File: src/rtl/mc_pkg.sv
// Shared types and encodings for the multicycle MIPS control unit.
// State encoding doubles as the debug value driven on the state port.
package mc_pkg;

    typedef enum logic [3:0] {
        S_FETCH   = 4'd0,
        S_DECODE  = 4'd1,
        S_MEMADR  = 4'd2,
        S_MEMRD   = 4'd3,
        S_MEMWB   = 4'd4,
        S_MEMWR   = 4'd5,
        S_RTYPEEX = 4'd6,
        S_RTYPEWB = 4'd7,
        S_BEQEX   = 4'd8,
        S_ADDIEX  = 4'd9,
        S_ADDIWB  = 4'd10,
        S_JEX     = 4'd11
    } state_t;

    localparam logic [5:0] OP_RTYPE = 6'b000000;
    localparam logic [5:0] OP_LW    = 6'b100011;
    localparam logic [5:0] OP_SW    = 6'b101011;
    localparam logic [5:0] OP_BEQ   = 6'b000100;
    localparam logic [5:0] OP_ADDI  = 6'b001000;
    localparam logic [5:0] OP_J     = 6'b000010;

    localparam logic [5:0] FN_ADD = 6'b100000;
    localparam logic [5:0] FN_SUB = 6'b100010;
    localparam logic [5:0] FN_AND = 6'b100100;
    localparam logic [5:0] FN_OR  = 6'b100101;
    localparam logic [5:0] FN_SLT = 6'b101010;

    localparam logic [2:0] ALU_ADD = 3'b010;
    localparam logic [2:0] ALU_SUB = 3'b110;
    localparam logic [2:0] ALU_AND = 3'b000;
    localparam logic [2:0] ALU_OR  = 3'b001;
    localparam logic [2:0] ALU_SLT = 3'b111;

    localparam logic [1:0] ALUOP_ADD   = 2'b00;
    localparam logic [1:0] ALUOP_SUB   = 2'b01;
    localparam logic [1:0] ALUOP_FUNCT = 2'b10;

    localparam logic [1:0] SRCB_RT    = 2'b00;
    localparam logic [1:0] SRCB_FOUR  = 2'b01;
    localparam logic [1:0] SRCB_IMM   = 2'b10;
    localparam logic [1:0] SRCB_IMMSH = 2'b11;

    localparam logic [1:0] PC_ALU    = 2'b00;
    localparam logic [1:0] PC_ALUOUT = 2'b01;
    localparam logic [1:0] PC_JUMP   = 2'b10;

    typedef struct packed {
        logic       iord;
        logic       memwrite;
        logic       irwrite;
        logic       regdst;
        logic       memtoreg;
        logic       regwrite;
        logic       alusrca;
        logic [1:0] alusrcb;
        logic [1:0] pcsrc;
        logic [1:0] aluop;
        logic       pcwrite;
        logic       branch;
    } ctrl_t;

endpackage

File: src/rtl/mc_controller_aludec.sv
// ALU decoder: maps (aluop, funct) to the 3-bit ALU operation.
// Unknown funct codes quietly fall back to add.
module aludec
    import mc_pkg::*;
(
    input  logic [1:0] aluop,
    input  logic [5:0] funct,
    output logic [2:0] alucontrol
);

    always_comb begin
        alucontrol = ALU_ADD;
        case (aluop)
            ALUOP_SUB: alucontrol = ALU_SUB;
            ALUOP_FUNCT: begin
                case (funct)
                    FN_ADD:  alucontrol = ALU_ADD;
                    FN_SUB:  alucontrol = ALU_SUB;
                    FN_AND:  alucontrol = ALU_AND;
                    FN_OR:   alucontrol = ALU_OR;
                    FN_SLT:  alucontrol = ALU_SLT;
                    default: alucontrol = ALU_ADD;
                endcase
            end
            default: alucontrol = ALU_ADD;
        endcase
    end

endmodule

File: src/rtl/mc_controller.sv
// Multicycle MIPS control unit: Moore FSM driving datapath selects and enables,
// plus a retired-instruction counter.
module mc_controller
    import mc_pkg::*;
#(
    parameter int n = 32
) (
    input  logic         clk,
    input  logic         rst,
    input  logic [5:0]   op,
    input  logic [5:0]   funct,
    input  logic         zero,
    output logic         iord,
    output logic         memwrite,
    output logic         irwrite,
    output logic         regdst,
    output logic         memtoreg,
    output logic         regwrite,
    output logic         alusrca,
    output logic [1:0]   alusrcb,
    output logic [1:0]   pcsrc,
    output logic [2:0]   alucontrol,
    output logic         pcen,
    output logic [3:0]   state,
    output logic [n-1:0] instret
);

    state_t         r_state;
    state_t         w_next;
    ctrl_t          w_ctrl;
    logic [n-1:0]   r_instret;
    logic           w_retire;

    always_ff @(posedge clk or posedge rst) begin
        if (rst) r_state <= S_FETCH;
        else     r_state <= w_next;
    end

    always_comb begin
        w_next = S_FETCH;
        case (r_state)
            S_FETCH:  w_next = S_DECODE;
            S_DECODE: begin
                case (op)
                    OP_LW, OP_SW: w_next = S_MEMADR;
                    OP_RTYPE:     w_next = S_RTYPEEX;
                    OP_BEQ:       w_next = S_BEQEX;
                    OP_ADDI:      w_next = S_ADDIEX;
                    OP_J:         w_next = S_JEX;
                    default:      w_next = S_FETCH;
                endcase
            end
            S_MEMADR:  w_next = (op == OP_SW) ? S_MEMWR : S_MEMRD;
            S_MEMRD:   w_next = S_MEMWB;
            S_RTYPEEX: w_next = S_RTYPEWB;
            S_ADDIEX:  w_next = S_ADDIWB;
            default:   w_next = S_FETCH;
        endcase
    end

    // Illegal encodings land in the default arm: every enable stays low.
    always_comb begin
        w_ctrl       = '0;
        w_ctrl.aluop = ALUOP_ADD;
        case (r_state)
            S_FETCH: begin
                w_ctrl.alusrcb = SRCB_FOUR;
                w_ctrl.pcsrc   = PC_ALU;
                w_ctrl.irwrite = 1'b1;
                w_ctrl.pcwrite = 1'b1;
            end
            S_DECODE:  w_ctrl.alusrcb = SRCB_IMMSH;
            S_MEMADR: begin
                w_ctrl.alusrca = 1'b1;
                w_ctrl.alusrcb = SRCB_IMM;
            end
            S_MEMRD:   w_ctrl.iord = 1'b1;
            S_MEMWB: begin
                w_ctrl.memtoreg = 1'b1;
                w_ctrl.regwrite = 1'b1;
            end
            S_MEMWR: begin
                w_ctrl.iord     = 1'b1;
                w_ctrl.memwrite = 1'b1;
            end
            S_RTYPEEX: begin
                w_ctrl.alusrca = 1'b1;
                w_ctrl.alusrcb = SRCB_RT;
                w_ctrl.aluop   = ALUOP_FUNCT;
            end
            S_RTYPEWB: begin
                w_ctrl.regdst   = 1'b1;
                w_ctrl.regwrite = 1'b1;
            end
            S_BEQEX: begin
                w_ctrl.alusrca = 1'b1;
                w_ctrl.alusrcb = SRCB_RT;
                w_ctrl.aluop   = ALUOP_SUB;
                w_ctrl.pcsrc   = PC_ALUOUT;
                w_ctrl.branch  = 1'b1;
            end
            S_ADDIEX: begin
                w_ctrl.alusrca = 1'b1;
                w_ctrl.alusrcb = SRCB_IMM;
            end
            S_ADDIWB:  w_ctrl.regwrite = 1'b1;
            S_JEX: begin
                w_ctrl.pcsrc   = PC_JUMP;
                w_ctrl.pcwrite = 1'b1;
            end
            default:   w_ctrl = '0;
        endcase
    end

    aludec u_aludec (
        .aluop      (w_ctrl.aluop),
        .funct      (funct),
        .alucontrol (alucontrol)
    );

    // Reset masks the state-changing strobes so nothing commits while held.
    assign iord     = w_ctrl.iord;
    assign memwrite = w_ctrl.memwrite & ~rst;
    assign irwrite  = w_ctrl.irwrite  & ~rst;
    assign regdst   = w_ctrl.regdst;
    assign memtoreg = w_ctrl.memtoreg;
    assign regwrite = w_ctrl.regwrite & ~rst;
    assign alusrca  = w_ctrl.alusrca;
    assign alusrcb  = w_ctrl.alusrcb;
    assign pcsrc    = w_ctrl.pcsrc;
    assign pcen     = (w_ctrl.pcwrite | (w_ctrl.branch & zero)) & ~rst;
    assign state    = r_state;

    assign w_retire = (r_state != S_FETCH) && (w_next == S_FETCH);

    always_ff @(posedge clk or posedge rst) begin
        if (rst)           r_instret <= '0;
        else if (w_retire) r_instret <= r_instret + n'(1);
    end

    assign instret = r_instret;

endmodule
File: config.mk
export PLATFORM = sky130hd
export DESIGN_NAME = mc_controller
export DESIGN_NICKNAME = d
export VERILOG_FILES = /design/src/rtl/mc_pkg.sv /design/src/rtl/mc_controller_aludec.sv /design/src/rtl/mc_controller.sv
export SDC_FILE = /design/constraint.sdc
export NUM_CORES = 1
export LEC_CHECK = 0
export BUFFER_PORTS_ARGS = -buffer_cell sky130_fd_sc_hd__buf_2
export CAP_MARGIN = 20
export CORE_UTILIZATION = 45
export CTS_BUF_LIST = sky130_fd_sc_hd__clkbuf_8 sky130_fd_sc_hd__clkbuf_16
export DETAILED_ROUTE_END_ITERATION = 10
export GPL_TIMING_DRIVEN = 0
export PLACE_DENSITY = 0.79
export SETUP_SLACK_MARGIN = 0.2
export SLEW_MARGIN = 20
export SYNTH_ARGS = -nofsm -noshare
export SYNTH_HDL_FRONTEND = slang
export SYNTH_SLANG_ARGS = --single-unit
File: constraint.sdc
create_clock -name clk -period 2.77 [get_ports clk]
set_input_delay 0.4155 -clock clk [delete_from_list [all_inputs] [get_ports clk]]
set_output_delay 0.4155 -clock clk [all_outputs]
set_load 0.05 [all_outputs]
Word-level counts from Yosys, hierarchy flattened
Index checks and enable logic that the tools add are counted.
Operators by class
  $add $sub $neg: 1
  equal/unequal tests: 22
  multiplexer cells: 17
  bitwise gates (word level): 7
  reduce and logical (&&, ||, !) cells: 11
Operator list (number)
  $eq 6x6->1 const B: 6
  $add 32x1->32 const B: 1
  $pmux 4 s6: 1
  $pmux 4 s5: 1
  $eq 4x3->1 const B: 4
  $eq 4x4->1 const B: 4
  $pmux 3 s4: 1
  $mux 1: 9
  $eq 4x2->1 const B: 2
  $logic_not 4->1: 2
  $pmux 2 s2: 2
  $reduce_or 2->1: 4
  $eq 6x2->1 const B: 1
  $eq 6x3->1 const B: 1
  $eq 6x4->1 const B: 1
  $logic_not 6->1: 1
  $pmux 2 s3: 1
  $pmux 3 s2: 1
  $and 1x1->1: 5
  $eq 4x1->1 const B: 1
  $reduce_bool 4->1: 1
  $reduce_or 4->1: 1
  $mux 3: 1
  $reduce_or 3->1: 1
  other kinds (5): 5
Word-level totals
  flip-flop bits (word level): 36
  bits of input ports: 15
  output and inout port bits: 51
  word-level logic and storage cells: 60

Logic depth before layout (Yosys ltp)
Gate-level depths: netlist (run 1).
  word-level depth: 6
  gate-level depth with buffers: 8
  depth with buffers taken out: 7

Hierarchy
Synthesis (run 1) repeated with hierarchy kept, for this count alone.
Unflattened totals
  cells, all modules: 225
  area total of the unflattened synthesis: 2174.6 um^2
By module, submodules not included
  mc_controller: times used 1, cells each 210, area an instance 2055.7 um^2, sequential area each 900.9 um^2
  aludec: times used 1, cells each 15, area an instance 118.9 um^2, sequential area each 0.0 um^2

Worst setup path after synthesis (run 1)
OpenSTA, ideal clock, no wires.
  path type: register -> output
  start: register r_state[2] (netlist: state[2])
  end: output port alucontrol[2]
  arrival time: 2.743 ns
  data required time: 2.355 ns
  slack: -0.389 ns
  cell stages (with the launch flop): 8
  buffers on the path: 1
  path through: dfrtp_1 > buf_2 > nand2b_1 > or3_1 > inv_1 > ha_1 > inv_1 > o22ai_1
Between the ends
  longest elaborated chain between the ends: 4
  elaborated cells on any way between the ends: 6
  those cells by class: eq/ne: 4; mux: 2
Ends and longest elaborated chain
  start, declared: RTL line mc_controller.sv:28  | state_t r_state;
  start signal, assigned: RTL line mc_controller.sv:36  | else r_state <= w_next;
  $eq 4x4->1 / $eq 4x3->1 (equally long branches): RTL line mc_controller.sv:65  | case (r_state)
  $pmux 2 s2 *: RTL line mc_controller.sv:65
  $eq 2x2->1 / $eq 2x1->1 (equally long branches): RTL line mc_controller_aludec.sv:13  | case (aluop)
  $pmux 3 s2 *: RTL line mc_controller_aludec.sv:13
  end, declared: RTL line mc_controller.sv:22  | output logic [2:0] alucontrol,
Mark *: on every way between the ends. The rest lies on a longest branch, timed or not.

Final worst setup path (run 1)
  start: register r_state[1] (netlist: state[1])
  end: output port alucontrol[2]
The elaborated chain is that of the path after synthesis.

==> flow_summary.ini, run 1 <==
[global_routing]
antenna_found_initial = 0
grt_use_total_pct = 21.07
grt_pass1_wl_um = 7231
grt_pass1_vias = 1574
grt_overflow = 0
grt_max_degree = 37

[placed_design]
dpl_cell_area_mm2 = 0.002432
dp_hpwl_um = 3363
io_buffer_count = 65
gp_congestion = 0.8497
preCtsSetupSlack_ns = 0.1021

[yosys]
synth_cell_types = 42
ys_seq_area_share_pct = 44.72
syn_area_mm2 = 0.002014
synth_fp_nets = 223
yosys_warnings = 0
syn_area_per_cell_um2 = 9.826
synth-seq-cells = 36
syn_inst = 205

[timing]
max_freq_ghz = 0.3920
rsz0062_at_grt = yes
finalHoldViolCount = 0
worst_clock_skew_ns = 0.01209
min_period_ns = 2.551
worstMarginPinSlew_ns = 0.9168
setup_viol = 0
hold-worst-slack_ns = 0.2836
finalSetupTns_ns = 0
slew_viol_final = 0
slew-limit-headroom_pct = 38.32
timing.final.crit_share_pct = 92.08
fin_ws_ns = 0.2193

[clock_network]
cts.root.buffer_cell = clkbuf_8
numCtsBuffers = 5
htreeDepth = 2
cts_hold_buffers = 0
clk_latency_ns = 0.29
clock_sinks = 36
clock_path_buffers = 2
cts_tree = yes
cts.reportedPaths.clkPinSlew_ns = 0.07

[drt]
wire_per_inst_um = 14.34
routed_via_density = 5.467
dr.pass1.iters = 4
drc = 0
ant_nets = 0
drt_iter0_drc = 54
drt-total-wl_um = 4791
route.vias.total = 1826

[cells_and_area]
insertedDiodeCount = 0
nFillCells = 347
postLayoutCellArea_mm2 = 0.002651
regArea_um2 = 905.9
final_net_count = 301
syn_to_final_growth_pct = 31.61
layout_common_cells = buf_2, dfrtp_1, xnor2_1, nand2_1, nand3_1
multi_input_area_mm2 = 0.001099
drive_above_1_share_pct = 38.38
layout_commonest_cell = buf_2

[critical_path]
worstPathArrival_ns = 2.14
path_class = flop to primary output
reg2reg_depth = 9
cp-start-kind = flop
crit_fanout = 10
timing.rr.end = instret[24]
end_kind = primary output
r2r_start = state[2]
reg2reg_slack_ns = 0.28
required_ns = 2.35

[job]
cap_violations = 0

[run_status]
outcome = completed

[die]
die-area_mm2 = 0.004748
die_w_um = 68.91
die_y_um = 68.91
start_util_pct = 48.61
coreArea_mm2 = 0.004144
ios = 66
rows = 23

[power_and_ir_drop]
fin_total_pwr_mw = 2.071
p_leak_nw = 1.316
power_density_mw_per_mm2 = 781.0
vdd_drop_max_mv = 0.9442

[worst_hold_path]
hold_path_class = primary input to async pin
where the power goes:
| group | internal (mW) | switching [mW] |
|---|---|---|
| registers | 0.591 | 0.0740 |
| clock network | 0.169 | 0.181 |
| logic | 0.336 | 0.720 |
| total | 1.10 | 0.975 |
worst max-delay path, stage by stage (launching register included):
cell and delay [ns]:
dfrtp_2 0.45, clkbuf_4 0.20, or3_4 0.41, ha_4 0.23, nand3b_1 0.23, o22ai_2 0.14
buf_6 0.18
through the flow:
stage | cells | util [%]
6_report | 334 | 63.98
5_1_grt | 334 | 63.98
4_1_cts | 332 | 62.41
3_5_place_dp | 320 | 58.70
3_3_place_gp | 320 | 58.70
2_1_floorplan | 205 | -
synth_stat cells:
master	count	area share (%)
or2_2	2	0.62
nor2_1	12	2.2
a21oi_1	3	0.75
nand3_1	14	3.5
nor4_2	2	1.2
xor2_1	7	3.0
nand2b_1	2	0.62
nor4b_1	1	0.43
nand2_1	16	3.0
or3_4	2	1.1
and2_1	2	0.62
and3_1	5	1.6
nand3b_1	1	0.37
dfrtp_1	36	45
clkbuf_1	1	0.19
xnor2_1	26	11
buf_4	1	0.37
or4_1	2	0.75
buf_2	5	1.2
o21bai_2	1	0.56
a31oi_1	1	0.31
ha_1	3	1.9
and4_1	5	2.2
nand4_1	13	4.0
nor4_1	4	1.2
or3_1	2	0.62
nor2b_1	1	0.31
a211o_1	2	0.87
nand2b_2	1	0.43
inv_1	11	2.0
o32ai_1	1	0.43
xnor2_2	1	0.81
o211ai_1	2	0.75
or3b_2	3	1.3
o2bb2ai_1	1	0.43
a211oi_1	1	0.37
o211a_1	1	0.50
nor3_1	7	1.7
o22ai_1	1	0.31
mux2i_1	1	0.50
a32o_1	1	0.50
o21ai_0	1	0.25
flip-flops by register name (all words and copies together), names as in the netlist:
name,flops
instret,32
state,4
area by class of cell:
cell class	instances	share of cell area, %
Buffer	7	2.076
Clock buffer	5	2.596
Clock inverter	3	0.4719
Inverter	11	1.699
Multi-Input combinational cell	151	41.43
Sequential cell	36	34.17
Tap cell	50	2.360
Timing Repair Buffer	71	15.20
worst max path at each step:
stage | startpoint | depth (start not counted) | slack, ns | to
floorplan | state[2] | 6 | 0.02 | alucontrol[2]
global placement | state[2] | 7 | 0.11 | alucontrol[2]
detailed placement | state[2] | 7 | 0.10 | alucontrol[2]
CTS | state[2] | 7 | 0.21 | alucontrol[2]
global route | state[1] | 6 | 0.17 | alucontrol[2]
finish | state[1] | 6 | 0.22 | alucontrol[2]
what timing repair did:
item                       CTS  global route
pin swaps                    3             8
gates resized for setup     10            11
setup endpoints to repair    3            22
setup buffers                4             2
logic make-up (layout without fill, tap and decap cells):
kind of cell | after synthesis | count (layout) | synth area share, %
adders and majority gates | 3 | 3 | 1.864
buffers and inverters | 18 | 97 | 3.851
AOI/OAI and AO/OA | 16 | 16 | 6.025
muxes | 1 | 1 | 0.4969
DFF | 36 | 36 | 44.72
xor gates and xnor gates | 34 | 34 | 15.16
and+or+nand+nor | 97 | 97 | 27.89
layer usage:
| layer | routed length, um | up-vias | track usage [%] |
|---|---|---|---|
| met3 | 345 | 8 | 5.428 |
| met4 | 89 | 0 | 9.439 |
| met5 | 0 | - | 0 |
| met1 | 2195 | 859 | 26.72 |
| met2 | 2160 | 79 | 33.62 |
| li1 | - | 880 | - |
Note: power is estimated with default switching activity, not from simulation.
==> inputs of run 2 (changes only) <==
Settings changed: CORE_UTILIZATION 45 to 50, PLACE_DENSITY 0.79 to 0.86.
==> run 2 against run 1 <==
  * Die area fell by 9.7%
  * Design area rose by 2.2%
  * Cell count rose by 1.5%
  * Count of clock-buffer cells in the layout did not move
  * Worst hold slack got worse by 0.024 ns
  * Critical path depth rose by 2
  * Register-to-register slack got worse by 0.06 ns
  * Sequential share of layout area fell by 0.73 points
  * Critical path type is now flop to flop
  * Largest power group unchanged
  * Highest routed layer unchanged
==> flow_summary.ini, run 2 (synthesis gave the netlist of run 1 again) <==
[run_status]
outcome = completed

[clock_network]
cts.reportedPaths.clkPinSlew_ns = 0.07
clock_sinks = 36
cts.root.buffer_cell = clkbuf_8
cts_tree = yes
clock_path_buffers = 2
htreeDepth = 2
clk_latency_ns = 0.29
cts_hold_buffers = 0
numCtsBuffers = 5

[cells_and_area]
insertedDiodeCount = 0
nFillCells = 286
largest_reg_flops = 32
drive_above_1_share_pct = 41.58
layout_commonest_cell = buf_2
layout_common_cells = buf_2, dfrtp_1, xnor2_1, buf_4, nand2_1
multi_input_area_mm2 = 0.001097
final_util_pct = 71.83
final_net_count = 308
regArea_um2 = 905.9
syn_to_final_growth_pct = 34.47

[timing]
worst_clock_skew_ns = 0.008813
setup_viol = 0
slew-limit-headroom_pct = 40.48
finalSetupTns_ns = 0
rsz0062_at_grt = yes
timing.final.crit_share_pct = 91.96
max_freq_ghz = 0.3926
slew_viol_final = 0
min_period_ns = 2.547
finalHoldViolCount = 0
worstMarginPinSlew_ns = 0.8846

[critical_path]
worstPathArrival_ns = 2.73
path_class = flop to flop
crit_fanout = 4
end_kind = flop
crit_path_end = instret[26]
reg2reg_depth = 8
required_ns = 2.95
timing.rr.end = instret[26]
cp-start-kind = flop
reg2reg_slack_ns = 0.22
worstSetupStartpoint = state[2]
r2r_start = state[2]

[job]
cap_violations = 0

[drt]
dr.pass1.iters = 4
drt_iter0_drc = 124
ant_nets = 0
drt-total-wl_um = 4799
wire_per_inst_um = 14.16
routed_via_density = 5.499
drc = 0
route.vias.total = 1864

[global_routing]
antenna_found_initial = 0
grt_use_total_pct = 22.78
grt_pass1_vias = 1600
grt_overflow = 0
grt_pass1_wl_um = 7376
grt_max_degree = 37

[die]
die_w_um = 65.48
die-area_mm2 = 0.004287
die_y_um = 65.48
ios = 66
rows = 22
start_util_pct = 53.42
coreArea_mm2 = 0.003771

[placed_design]
io_buffer_count = 65
gp_congestion = 0.8570
dp_hpwl_um = 3143

[power_and_ir_drop]
power_density_mw_per_mm2 = 806.7
p_leak_nw = 1.348
vdd_drop_max_mv = 0.5140
fin_total_pwr_mw = 2.185

[worst_hold_path]
hold_path_class = primary input to async pin
-- run 2: changes by cell type in the layout (fill, tap and decap cells not counted) --
cell	delta
ha_1	-1
buf_12	-1
ha_2	+1
bufinv_16	+1
or4_4	+1
buf_8	-1
o21bai_4	-1
o21bai_2	+1
inv_1	-3
buf_2	-1
buf_4	+10
or4_1	-1
inv_2	+2
-- run 2: worst min-delay path by stage --
stage / startpoint / end / slack [ns]
2_1_floorplan: rst / instret[0] / 0.58
3_3_place_gp: instret[31] / instret[31] / 0.47
3_5_place_dp: instret[31] / instret[31] / 0.47
4_1_cts: rst / instret[3] / 0.30
5_1_grt: rst / instret[5] / 0.34
6_report: rst / instret[5] / 0.26
-- run 2: report_power, final --
group | internal, mW | switching (mW)
Combinational | 0.351 | 0.723
Sequential | 0.590 | 0.0701
Clock | 0.263 | 0.188
-- run 2: area by class of cell --
type,instances,share of cell area [%]
multi-input cells,151,40.51
flip-flops and latches,36,33.44
repair buffers,78,16.07
inverters,11,1.663
well taps,48,2.217
plain buffers,7,2.125
clock buffers,5,2.540
clock inverters,3,1.432
-- run 2: routing by layer --
layer,global-route usage [%],wire length [um]
met5,0,0
met1,29.63,2063
met2,35.57,2307
met4,8.696,87
met3,6.944,341
-- run 2: critical path, stage by stage (launching register included) --
cell and delay [ns]:
dfrtp_2 0.41, buf_4 0.15, or3_4 0.35, o21bai_2 0.13
o211ai_1 0.16, or4_4 0.57, buf_6 0.14, or3_4 0.39
xnor2_2 0.14
-- run 2: through the flow --
step | cell area (um2) | worst slack (ns) | std cells | hold WS [ns]
detailed placement | 2430 | 0.1099 | 318 | 0.4684
finish | 2709 | 0.2228 | 339 | 0.2598
CTS | 2606 | 0.2044 | 329 | 0.2959
global route | 2709 | 0.1776 | 339 | 0.3402
global placement | 2430 | 0.1179 | 318 | 0.4668
floorplan | 2044 | 0.01591 | 205 | 0.5822
-- run 2: repair_timing --
item	CTS	global route
gates resized for setup	11	13
pin swaps	3	6
setup buffers	3	10
setup endpoints to repair	3	24
gates cloned	0	0
==> inputs of run 3 (changes only) <==
Settings changed: CELL_PAD_IN_SITES_DETAIL_PLACEMENT from default to 0, CELL_PAD_IN_SITES_GLOBAL_PLACEMENT from default to 1, CORE_UTILIZATION 50 to 38, PLACE_DENSITY 0.86 to 0.87.
==> run 3 against run 2 <==
  * Sequential cell count did not move
  * Global-route usage fell by 5.3 points
  * Cell count rose by 3.8%
  * Via count fell by 4.7%
  * Core utilization fell by 20 points
  * Setup slack improved by 0.036 ns
  * Worst hold slack improved by 0.016 ns
  * Design area fell by 1.8%
  * First-iteration DRC count fell by 18%
==> flow_summary.ini, run 3 (synthesis gave the netlist of run 1 again) <==
[timing]
worstMarginPinSlew_ns = 0.8698
max_freq_ghz = 0.3982
finalHoldViolCount = 0
hold-worst-slack_ns = 0.2761
min_period_ns = 2.511
finalSetupTns_ns = 0
timing.final.crit_share_pct = 90.66
worst_clock_skew_ns = 0.009275
slew_viol_final = 0
setup_viol = 0
slew-limit-headroom_pct = 41.48
rsz0062_at_grt = yes

[die]
die_w_um = 74.81
rows = 26
die_y_um = 74.81
die-area_mm2 = 0.005597
coreArea_mm2 = 0.005107
start_util_pct = 39.44
ios = 66

[clock_network]
clock_path_buffers = 2
htreeDepth = 2
cts.reportedPaths.clkPinSlew_ns = 0.08
numCtsBuffers = 5
clk_latency_ns = 0.30
clock_sinks = 36
cts.root.buffer_cell = clkbuf_8
cts_hold_buffers = 0
cts_tree = yes

[global_routing]
grt_use_total_pct = 17.45
grt_pass1_wl_um = 7272
antenna_found_initial = 0
grt_max_degree = 37
grt_overflow = 0
grt_pass1_vias = 1523

[worst_hold_path]
hold_path_class = primary input to async pin

[cells_and_area]
drive_above_1_share_pct = 38.65
postLayoutCellArea_mm2 = 0.002660
final_net_count = 299
syn_to_final_growth_pct = 32.05
layout_common_cells = buf_2, dfrtp_1, xnor2_1, nand2_1, nand3_1
insertedDiodeCount = 0
largest_reg_flops = 32
layout_commonest_cell = buf_2
stdcell_count = 352

[power_and_ir_drop]
p_clk_share_pct = 21.8
p_int_mw = 1.142
fin_total_pwr_mw = 2.124
power.switching_mw = 0.9816
p_leak_nw = 1.303
p_sw_share_pct = 46.22
power_density_mw_per_mm2 = 798.3
vdd_drop_max_mv = 0.6497
combPwrFrac_pct = 46.9
seqPwrFrac_pct = 31.3

[placed_design]
place_inst = 340
dp_hpwl_um = 3345
dpl_cell_area_mm2 = 0.002457
gp_congestion = 0.8971
io_buffer_count = 65

[drt]
drt-total-wl_um = 4627
ant_nets = 0
route.vias.total = 1777
drc = 0
drt_iter0_drc = 102
wire_per_inst_um = 13.14
dr.pass1.iters = 4
routed_via_density = 5.048

[critical_path]
r2r_start = state[2]
cp-start-kind = flop
timing.rr.end = instret[26]
reg2reg_slack_ns = 0.30
required_ns = 2.35
crit_fanout = 5
worstPathArrival_ns = 2.10
end_kind = primary output
path_class = flop to primary output
reg2reg_depth = 8

[job]
cap_violations = 0

[run_status]
outcome = completed
## run 3: how the worst max path moves through the flow
stage	from	to
2_1_floorplan	state[2]	alucontrol[2]
3_5_place_dp	state[2]	alucontrol[2]
3_3_place_gp	state[2]	alucontrol[2]
6_report	state[2]	alucontrol[2]
4_1_cts	state[2]	alucontrol[2]
5_1_grt	state[2]	alucontrol[2]
## run 3: power groups by stage
stage	Combinational (mW)	Sequential (mW)	Clock, mW
floorplan	0.520	0.870	0
global placement	0.941	0.678	0
detailed placement	0.951	0.674	0
CTS	0.972	0.665	0.472
global route	1.07	0.679	0.495
finish	0.996	0.666	0.462
## run 3: cell type report
class | instances | area [um2]
Clock inverter | 3 | 42.54
Buffer | 7 | 51.30
Inverter | 11 | 45.04
Sequential cell | 36 | 905.9
Tap cell | 70 | 87.58
Timing Repair Buffer | 69 | 367.9
Fill cell | 494 | 2447
Clock buffer | 5 | 68.82
Multi-Input combinational cell | 151 | 1091
## run 3: worst max-delay path, stage by stage (launching register included)
cell and delay (ns):
dfrtp_2 0.41, buf_6 0.11, nand2b_4 0.15, or3_4 0.35
ha_4 0.23, nand3b_1 0.22, o22ai_2 0.16, buf_6 0.18
## run 3: repair_timing
action	4_1_cts	5_1_grt
buffers inserted	3	1
cloned	0	0
pin swaps	3	3
resized for setup	11	7
setup endpoints to repair	3	16
## run 3: layer usage
metal	share of wire [%]	global-route usage, %	vias up	wire length [um]
met2	46	26.83	54	2147
li1	-	-	877	-
met5	0	0	-	0
met3	5.6	4.552	8	261
met1	47	23.76	838	2155
met4	1.3	6.499	0	62
## run 3: metrics by stage
| step | setup WS [ns] | utilization [%] |
|---|---|---|
| after floorplan | 0.01591 | - |
| after global placement | 0.1083 | 48.11 |
| after detailed placement | 0.1299 | 48.11 |
| after CTS | 0.2028 | 51.64 |
| after global routing | 0.1764 | 52.08 |
| final | 0.2588 | 52.08 |
